### src/rtl/bus_timer.sv
// rtl/bus_timer.sv - memory-mapped prescaled countdown timer with level interrupt
//
// Purpose: a 32-byte register window (CTRL, PRESCALE, RELOAD, COUNT, STATUS)
// at BASE_ADDR. A prescaler divides cpu_clk by PRESCALE+1. Each prescaler
// tick decrements COUNT. When a tick finds COUNT at zero, the timer expires.
// It then either reloads COUNT (auto_reload) or stops by clearing en.
//
// Ports:
//   cpu_clk    in   1   clock, all state on rising edge
//   cpu_rst    in   1   synchronous active-high reset
//   Bus_addr   in  32   byte address (bits [1:0] ignored)
//   Bus_wen    in   1   write strobe, commits on the rising edge
//   Bus_wdata  in  32   write data
//   Bus_rdata  out 32   combinational read data, zero for misses/holes
//   timer_irq  out  1   STATUS.expired AND CTRL.irq_en

module bus_timer #(
    parameter logic [31:0] BASE_ADDR = 32'hFFFF_F020
) (
    input  logic        cpu_clk,
    input  logic        cpu_rst,
    input  logic [31:0] Bus_addr,
    input  logic        Bus_wen,
    input  logic [31:0] Bus_wdata,
    output logic [31:0] Bus_rdata,
    output logic        timer_irq
);

    localparam logic [2:0] SEL_CTRL     = 3'd0;
    localparam logic [2:0] SEL_PRESCALE = 3'd1;
    localparam logic [2:0] SEL_RELOAD   = 3'd2;
    localparam logic [2:0] SEL_COUNT    = 3'd3;
    localparam logic [2:0] SEL_STATUS   = 3'd4;

    logic [2:0]  ctrl_q, ctrl_d;          // {irq_en, auto_reload, en}
    logic [15:0] prescale_q, prescale_d;
    logic [31:0] reload_q, reload_d;
    logic [31:0] count_q, count_d;
    logic        expired_q, expired_d;
    logic [15:0] pcnt_q, pcnt_d;

    logic        hit;
    logic [2:0]  sel;
    logic        wr_ctrl, wr_prescale, wr_reload, wr_count, wr_status;
    logic        en, auto_reload, tick, expire;
    logic        unused_addr_bits;

    assign hit = (Bus_addr[31:5] == BASE_ADDR[31:5]);
    assign sel = Bus_addr[4:2];
    assign unused_addr_bits = ^Bus_addr[1:0];

    assign wr_ctrl     = Bus_wen && hit && (sel == SEL_CTRL);
    assign wr_prescale = Bus_wen && hit && (sel == SEL_PRESCALE);
    assign wr_reload   = Bus_wen && hit && (sel == SEL_RELOAD);
    assign wr_count    = Bus_wen && hit && (sel == SEL_COUNT);
    assign wr_status   = Bus_wen && hit && (sel == SEL_STATUS);

    assign en          = ctrl_q[0];
    assign auto_reload = ctrl_q[1];

    // Equality compare only: if PRESCALE is lowered below pcnt, pcnt runs
    // on through 16'hFFFF and wraps before it can match again.
    assign tick   = en && (pcnt_q == prescale_q);
    assign expire = tick && (count_q == 32'd0);

    always_comb begin
        ctrl_d     = ctrl_q;
        prescale_d = prescale_q;
        reload_d   = reload_q;
        count_d    = count_q;
        expired_d  = expired_q;
        pcnt_d     = pcnt_q;

        // Timer-side updates first; bus writes below override them.
        if (en) begin
            pcnt_d = tick ? 16'd0 : pcnt_q + 16'd1;
        end
        if (tick) begin
            if (count_q != 32'd0) begin
                count_d = count_q - 32'd1;
            end else if (auto_reload) begin
                count_d = reload_q;
            end else begin
                count_d = 32'd0;
            end
        end
        if (expire && !auto_reload) begin
            ctrl_d[0] = 1'b0;
        end

        // Write-one-to-clear, but a simultaneous expiry still sets the flag.
        if (wr_status && Bus_wdata[0]) begin
            expired_d = 1'b0;
        end
        if (expire) begin
            expired_d = 1'b1;
        end

        if (wr_ctrl) begin
            ctrl_d = Bus_wdata[2:0];
            // Restart the prescale period on a 0->1 enable.
            if (Bus_wdata[0] && !en) begin
                pcnt_d = 16'd0;
            end
        end
        if (wr_prescale) begin
            prescale_d = Bus_wdata[15:0];
        end
        if (wr_reload) begin
            reload_d = Bus_wdata;
        end
        if (wr_count) begin
            count_d = Bus_wdata;
        end
    end

    always_ff @(posedge cpu_clk) begin
        if (cpu_rst) begin
            ctrl_q     <= 3'd0;
            prescale_q <= 16'd0;
            reload_q   <= 32'd0;
            count_q    <= 32'd0;
            expired_q  <= 1'b0;
            pcnt_q     <= 16'd0;
        end else begin
            ctrl_q     <= ctrl_d;
            prescale_q <= prescale_d;
            reload_q   <= reload_d;
            count_q    <= count_d;
            expired_q  <= expired_d;
            pcnt_q     <= pcnt_d;
        end
    end

    always_comb begin
        Bus_rdata = 32'd0;
        if (hit) begin
            case (sel)
                SEL_CTRL:     Bus_rdata = {29'd0, ctrl_q};
                SEL_PRESCALE: Bus_rdata = {16'd0, prescale_q};
                SEL_RELOAD:   Bus_rdata = reload_q;
                SEL_COUNT:    Bus_rdata = count_q;
                SEL_STATUS:   Bus_rdata = {31'd0, expired_q};
                default:      Bus_rdata = 32'd0;
            endcase
        end
    end

    assign timer_irq = expired_q && ctrl_q[2];

endmodule

### config.mk
export PLATFORM = sky130hd
export DESIGN_NAME = bus_timer
export DESIGN_NICKNAME = d
export VERILOG_FILES = /design/src/rtl/bus_timer.sv
export SDC_FILE = /design/constraint.sdc
export NUM_CORES = 1
export LEC_CHECK = 0
export CAP_MARGIN = 10
export CORE_ASPECT_RATIO = 0.7
export CORE_MARGIN = 2
export CORE_UTILIZATION = 58
export DETAILED_ROUTE_END_ITERATION = 8
export PLACE_DENSITY = 0.9
export SYNTH_ARGS = -nofsm -noshare
export SYNTH_HDL_FRONTEND = slang
export SYNTH_SLANG_ARGS = --single-unit
### constraint.sdc
create_clock -name cpu_clk -period 12.1 [get_ports cpu_clk]
set_input_delay 3.63 -clock cpu_clk [delete_from_list [all_inputs] [get_ports cpu_clk]]
set_output_delay 3.63 -clock cpu_clk [all_outputs]
set_load 0.01 [all_outputs]
**Word-level counts from Yosys, hierarchy flattened**

Cells that the tools add are included.

- Flip-flop bits (word level): 100
- Output and inout bits: 33
- Bits of input ports: 67

- Mux-type cells: 14
- Equality and inequality tests: 6
- Reductions and logical operators: 20
- Add/sub/neg operators: 2

Operator list:

| operator | number |
|---|---|
| $mux 32 | 5 |
| $pmux 32 s5 | 1 |
| $mux 16 | 4 |
| $logic_not 32->1 | 1 |
| $reduce_bool 32->1 | 1 |
| $sub 32x1->32 const B | 1 |
| $eq 27x27->1 const B | 1 |
| $add 16x1->16 const B | 1 |
| $eq 16x16->1 | 1 |
| $logic_and 1x1->1 | 12 |
| $eq 3x2->1 const B | 2 |
| $reduce_bool 2->1 | 3 |
| $mux 1 | 4 |
| $eq 3x1->1 const B | 1 |
| $eq 3x3->1 const B | 1 |
| $logic_not 3->1 | 1 |
| $logic_not 1->1 | 2 |

**Depth between registers and ports, before layout**

Gate-level depths: netlist (run 1).

- Depth after elaboration: 6
- Mapped depth: 10

**Least setup slack after synthesis (run 1)**

Ideal clock, no wire load.

- Path kind: input-to-output
- Start: input Bus_addr[6]
- End: output Bus_rdata[21]
- Stages on the path: 7
- Arrival time: 5.552 ns
- Path slack: 2.918 ns
- Buffers on the path: 2
- Required time: 8.470 ns
- Path through: or4b_2 -> nor4_1 -> and3_1 -> buf_2 -> nand2_1 -> clkbuf_1 -> nor2_1

- Word-level cells in the longest chain between the ends: 2

RTL lines:

| what | RTL line | source |
|---|---|---|
| start, declared | 22 | `input logic [31:0] Bus_addr,` |
| $eq 27x27->1 | 48 | `assign hit = (Bus_addr[31:5] == BASE_ADDR[31:5]);` |
| $mux 32 | 137 | `if (hit) begin` |
| end, declared | 25 | `output logic [31:0] Bus_rdata,` |

No other way between the ends.

**Worst setup path after layout (run 1)**

- Start: input Bus_addr[6]
- End: output Bus_rdata[27]

The elaborated chain is that of the path after synthesis.

==> metrics.yaml, run 1 <==
finish:
  multi_input_area_um2: 3780
  register_area_um2: 2000
  final_common_cell: "nor2_1"
  syn2layout_area_growth_pct: 19.7
  num-nets-final: 865
  final_cell_mix: "nor2_1 (126), dfxtp_1 (100), clkdlybuf4s50_1 (96)"
  stdcell_area_um2: 7250
  n_antenna_cell: 0
  drive_gt1_share_pct: 7.76
  fillers: 822
  final_util_pct: 70.8
place:
  place_area_um2: 6970
  place.gp.congestion: 0.938
  pre_cts_ws_ns: 1.56
  portBuffers: 97
  dp_hpwl_mm: 12.8
worst_setup_path:
  path_cells: "clkdlybuf4s50_1 -> or4b_2 -> nor4_1 -> and3_1 -> nand2_1 -> nor2_1 -> clkdlybuf4s50_1"
  crit_type: "input pin to primary output"
  startpoint: "Bus_addr[6]"
  cp.required_ns: 8.47
  crit_top_cell: "clkdlybuf4s50_1"
  worstRegToRegCells: 6
  cp-end-kind: "primary output"
  slowest_stage: "or4b_2"
  r2r-start: "count_q[5]"
  worstReg2RegEnd: "count_q[23]"
  worstSetupStartpointType: "input pin"
  arrival_ns: 6.96
  crit_fanout: 17
  r2r_slack_ns: 8.58
  max_stage_delay_ns: 0.65
  crit_end: "Bus_rdata[27]"
cts:
  cts.sinks: 100
  cts_buffer_depth: 2
  cts_hold_buf: 0
  cts_buffers: 9
  cts-root-buf: "clkbuf_16"
  clk_latency_ns: 0.36
  post_cts_buffers: 0
  clkTransAtPathRegs_ns: 0.07
  cts_tree: "done"
  htree_num_levels: 3
  cts_resized: 0
synth:
  ys_ff_latch: 100
  ys_warn_count: 0
  synth_area_per_cell_um2: 8.18
  syn-cell-area_um2: 6060
  synth_ff_type: "dfxtp_1"
  syn_nets: 811
  postSynth.asyncResetShare_pct: 0
  synth_edf_count: 0
  synth.distinct_cells: 66
  yosysSeqAreaShare_pct: 33.0
  synthCells: 741
floorplanning:
  num_rows: 31
  start_util_pct: 59.2
  die_h_um: 89.5
  die_area_um2: 11300
  top_level_ports: 100
  core_region_area_um2: 10200
  die_x_um: 126
detailed_routing:
  routedWlPerCell_um: 20.5
  wl_mm: 19.1
  vias: 6334
  drt_iter0_drc: 958
  drc: 0
  viasPerCell: 6.80
  postRouteAntennaNets: 0
  dr.pass1.iters: 6
global_route:
  grt_pass1_vias: 6050
  grt_max_degree: 76
  antenna_found_initial: 0
  grt_pass1_wl_mm: 30.5
  grtUsageTotal_pct: 33.9
  grt-ovfl-total: 0
power:
  p_switching_mw: 0.149
  pwr-share-comb_pct: 6.4
  pwr-share-seq_pct: 50.6
  ir_drop_uv: 70.3
  p_int_mw: 0.500
  p_leak_nw: 2.94
  power_density_nw_per_um2: 89.5
  sw_frac_of_total_pct: 23.0
  pwr-share-clk_pct: 42.9
sta:
  finalSetupViolCount: 0
  rsz0062_at_grt: "false"
  slew_violations: 0
  min_period_ns: 10.59
  setup_ws_ns: 1.51
  clock_skew_ns: 0.00880
  period_share_pct: 87.5
  final.setup.tns_ns: 0
  max-slew-margin-rel_pct: 20.7
  final_hold_viol_count: 0
  tightest_slew_ns: 1.19
  timing.hold.ws_ns: 0.528
  max_freq_mhz: 94.5
worst_hold_path:
  min-delay-path-class: "register to register"
run:
  drv_cap: 0
status:
  outcome: "finished clean"
cells by family (layout without fill, tap and decap cells):
family	count (synthesis)	count (layout)	synth area share (%)
muxes	68	68	12.0
AOI/OAI and AO/OA	159	159	17.8
and+or+nand+nor	303	303	25.6
DFF	100	100	33.0
buffers and inverters	65	123	4.79
adders and majority gates	3	3	0.619
xor gates and xnor gates	43	43	6.21
sequential cells by signal, indices dropped and copies added, names as in the netlist:
| signal | count |
|---|---|
| ctrl_q | 3 |
| pcnt_q | 16 |
| reload_q | 32 |
| count_q | 32 |
| prescale_q | 16 |
| expired_q | 1 |
layout make-up:
class	count	area share (%)
Clock buffer	11	3.48
Sequential cell	100	27.6
Inverter	6	0.310
Timing Repair Buffer	102	13.9
Multi-Input combinational cell	576	52.1
Tap cell	132	2.28
Clock inverter	4	0.345
worst max-delay path: cells and delay by family:
kind	cells	cell delay, ns
buffers and inverters	2	0.96
and+or+nand+nor	5	2.34
how the worst min path moves through the flow:
stage / cells after the start / startpoint / endpoint / slack, ns
2_1_floorplan: 2 / expired_q / expired_q / 0.45
3_3_place_gp: 2 / expired_q / expired_q / 0.47
3_5_place_dp: 2 / reload_q[5] / count_q[5] / 0.49
4_1_cts: 2 / expired_q / expired_q / 0.52
5_1_grt: 2 / expired_q / expired_q / 0.55
6_report: 2 / pcnt_q[0] / pcnt_q[0] / 0.53
metrics by stage:
stage | power [mW] | instances
2_1_floorplan | 0.348 | 741
3_3_place_gp | 0.376 | 915
3_5_place_dp | 0.377 | 915
4_1_cts | 0.646 | 930
5_1_grt | 0.663 | 931
6_report | 0.649 | 931
per-layer routing:
layer / wire length [um] / track usage (%)
met3: 2140 / 9.40
met1: 7990 / 44.6
met4: 579 / 13.1
met2: 8400 / 53.8
met5: 0 / 0
power by group through the flow:
| stage | registers, mW | logic (mW) | clock network (mW) |
|---|---|---|---|
| CTS | 0.329 | 0.0407 | 0.276 |
| global placement | 0.336 | 0.0394 | 0 |
| floorplan | 0.336 | 0.0120 | 0 |
| global route | 0.329 | 0.0438 | 0.290 |
| finish | 0.329 | 0.0418 | 0.279 |
| detailed placement | 0.336 | 0.0404 | 0 |
Yosys cell counts (all sizes together) (6+ instances only):
cell | count | area [um^2]
nor2 | 126 | 473
dfxtp | 100 | 2000
mux2i | 51 | 510
nand2 | 44 | 165
o21ai | 40 | 200
clkbuf | 37 | 139
a22oi | 34 | 255
xor2 | 32 | 280
a21oi | 24 | 120
nor3 | 23 | 153
a211oi | 22 | 175
buf | 22 | 129
nand3 | 17 | 90.1
nor4 | 17 | 119
mux2 | 15 | 169
and3 | 14 | 87.6
nand4 | 14 | 87.6
xnor2 | 11 | 96.3
a221oi | 7 | 61.3
or4 | 7 | 67.6
inv | 6 | 22.5
or3 | 6 | 37.5
No activity file was read; power rests on OpenSTA's default activity.
==> run 2, diff against run 1 <==
CORE_UTILIZATION = 65   (was 58)
DONT_BUFFER_PORTS = 1   (was default)
PLACE_DENSITY = 0.85   (was 0.9)
==> metrics.yaml, run 2 (synthesized netlist as in run 1, its figures left out) <==
cts:
  post_cts_buffers: 0
  clk_latency_ns: 0.36
  cts_tree: "done"
  cts.sinks: 100
  cts-root-buf: "clkbuf_16"
  cts_resized: 0
  cts_buffer_depth: 2
  clkTransAtPathRegs_ns: 0.07
  cts_hold_buf: 0
  htree_num_levels: 3
  cts_buffers: 9
finish:
  num-nets-final: 765
  drive_gt1_share_pct: 8.14
  top_regs: "count_q: 32 flops, reload_q: 32 flops"
  syn2layout_area_growth_pct: 4.02
  final_util_pct: 69.5
  final_cell_count_no_fill: 824
  final_common_cell: "nor2_1"
  n_antenna_cell: 0
  final_cell_mix: "nor2_1 (126), dfxtp_1 (100), mux2i_1 (51)"
sta:
  max_freq_mhz: 104
  final.setup.tns_ns: 0
  timing.hold.ws_ns: 0.497
  max-slew-margin-rel_pct: 17.0
  final_hold_viol_count: 0
  clock_skew_ns: 0.0104
  slew_violations: 0
  period_share_pct: 79.7
  finalSetupViolCount: 0
  rsz0062_at_grt: "false"
  min_period_ns: 9.64
  tightest_slew_ns: 1.24
worst_setup_path:
  max_stage_delay_ns: 0.65
  crit_type: "input pin to primary output"
  cp-end-kind: "primary output"
  worstSetupStartpointType: "input pin"
  path_cells: "or4b_2 -> nor4_1 -> and3_1 -> nand2b_1 -> nor2_1"
  crit_family: "simple AND/OR/NAND/NOR gates"
  cp.required_ns: 8.47
  path_buf_inv: 0
  slowest_stage: "or4b_2"
  crit_fanout: 15
  arrival_ns: 6.01
detailed_routing:
  vias: 5794
  routedWlPerCell_um: 21.4
  wl_mm: 17.6
  drc: 0
  drt_iter0_drc: 828
  dr.pass1.iters: 6
  viasPerCell: 7.03
  postRouteAntennaNets: 0
power:
  p_leak_nw: 2.59
  ir_drop_uv: 71.9
  power_density_nw_per_um2: 103
global_route:
  grt_max_degree: 76
  grt_pass1_wl_mm: 28.1
  grt_pass1_vias: 5488
  grt-ovfl-total: 0
  grtUsageTotal_pct: 35.0
  antenna_found_initial: 0
place:
  portBuffers: 0
  dp_hpwl_mm: 11.7
  dpl.cell_count: 807
  place.gp.congestion: 0.870
floorplanning:
  die_x_um: 119
  start_util_pct: 66.8
  die_h_um: 84.8
  core_region_area_um2: 9070
  num_rows: 29
  top_level_ports: 100
  die_area_um2: 10100
run:
  drv_cap: 0
status:
  outcome: "finished clean"
worst_hold_path:
  min-delay-path-class: "register to register"
[run 2: worst paths after layout]
path / start / end / slack [ns] / cells after the start
setup / recovery: Bus_addr[6] / Bus_rdata[9] / 2.46 / 5
hold / removal: reload_q[5] / count_q[5] / 0.50 / 2
setup reg to reg: count_q[5] / count_q[23] / 8.56 / 6
hold reg to reg: reload_q[5] / count_q[5] / 0.50 / 2
[run 2: per-layer routing]
metal	wire, um	part of all wire [%]	track usage (%)
met3	2230	13	10.1
met2	7720	44	53.6
met5	0	0	0
met4	314	1.8	9.20
met1	7330	42	48.6
[run 2: area by class of cell]
cell class / count / area [um^2]
Timing Repair Buffer: 2 / 27.5
Clock buffer: 12 / 246
Multi-Input combinational cell: 576 / 3780
Tap cell: 124 / 155
Clock inverter: 4 / 72.6
Sequential cell: 100 / 2000
Fill cell: 725 / 2770
Inverter: 6 / 22.5
[run 2: through the flow]
step / power, mW / worst slack, ns / cell area (um^2)
3_5_place_dp: 0.345 / 2.44 / 5970
2_1_floorplan: 0.348 / 2.92 / 6060
3_3_place_gp: 0.345 / 2.50 / 5970
4_1_cts: 0.652 / 2.43 / 6290
5_1_grt: 0.664 / 2.17 / 6310
6_report: 0.650 / 2.46 / 6310
[run 2: where the power goes]
| group | leakage (nW) | switching (mW) | internal, mW |
|---|---|---|---|
| sequential | 0.805 | 0.000000000459 | 0.329 |
| combinational | 1.63 | 0.00505 | 0.00352 |
| clock | 0.153 | 0.126 | 0.187 |
[run 2: worst min-delay path, cell delays in order (launching register included)]
cell     delay (ns)
dfxtp_1        0.33
nand3_2        0.06
a31oi_1        0.07
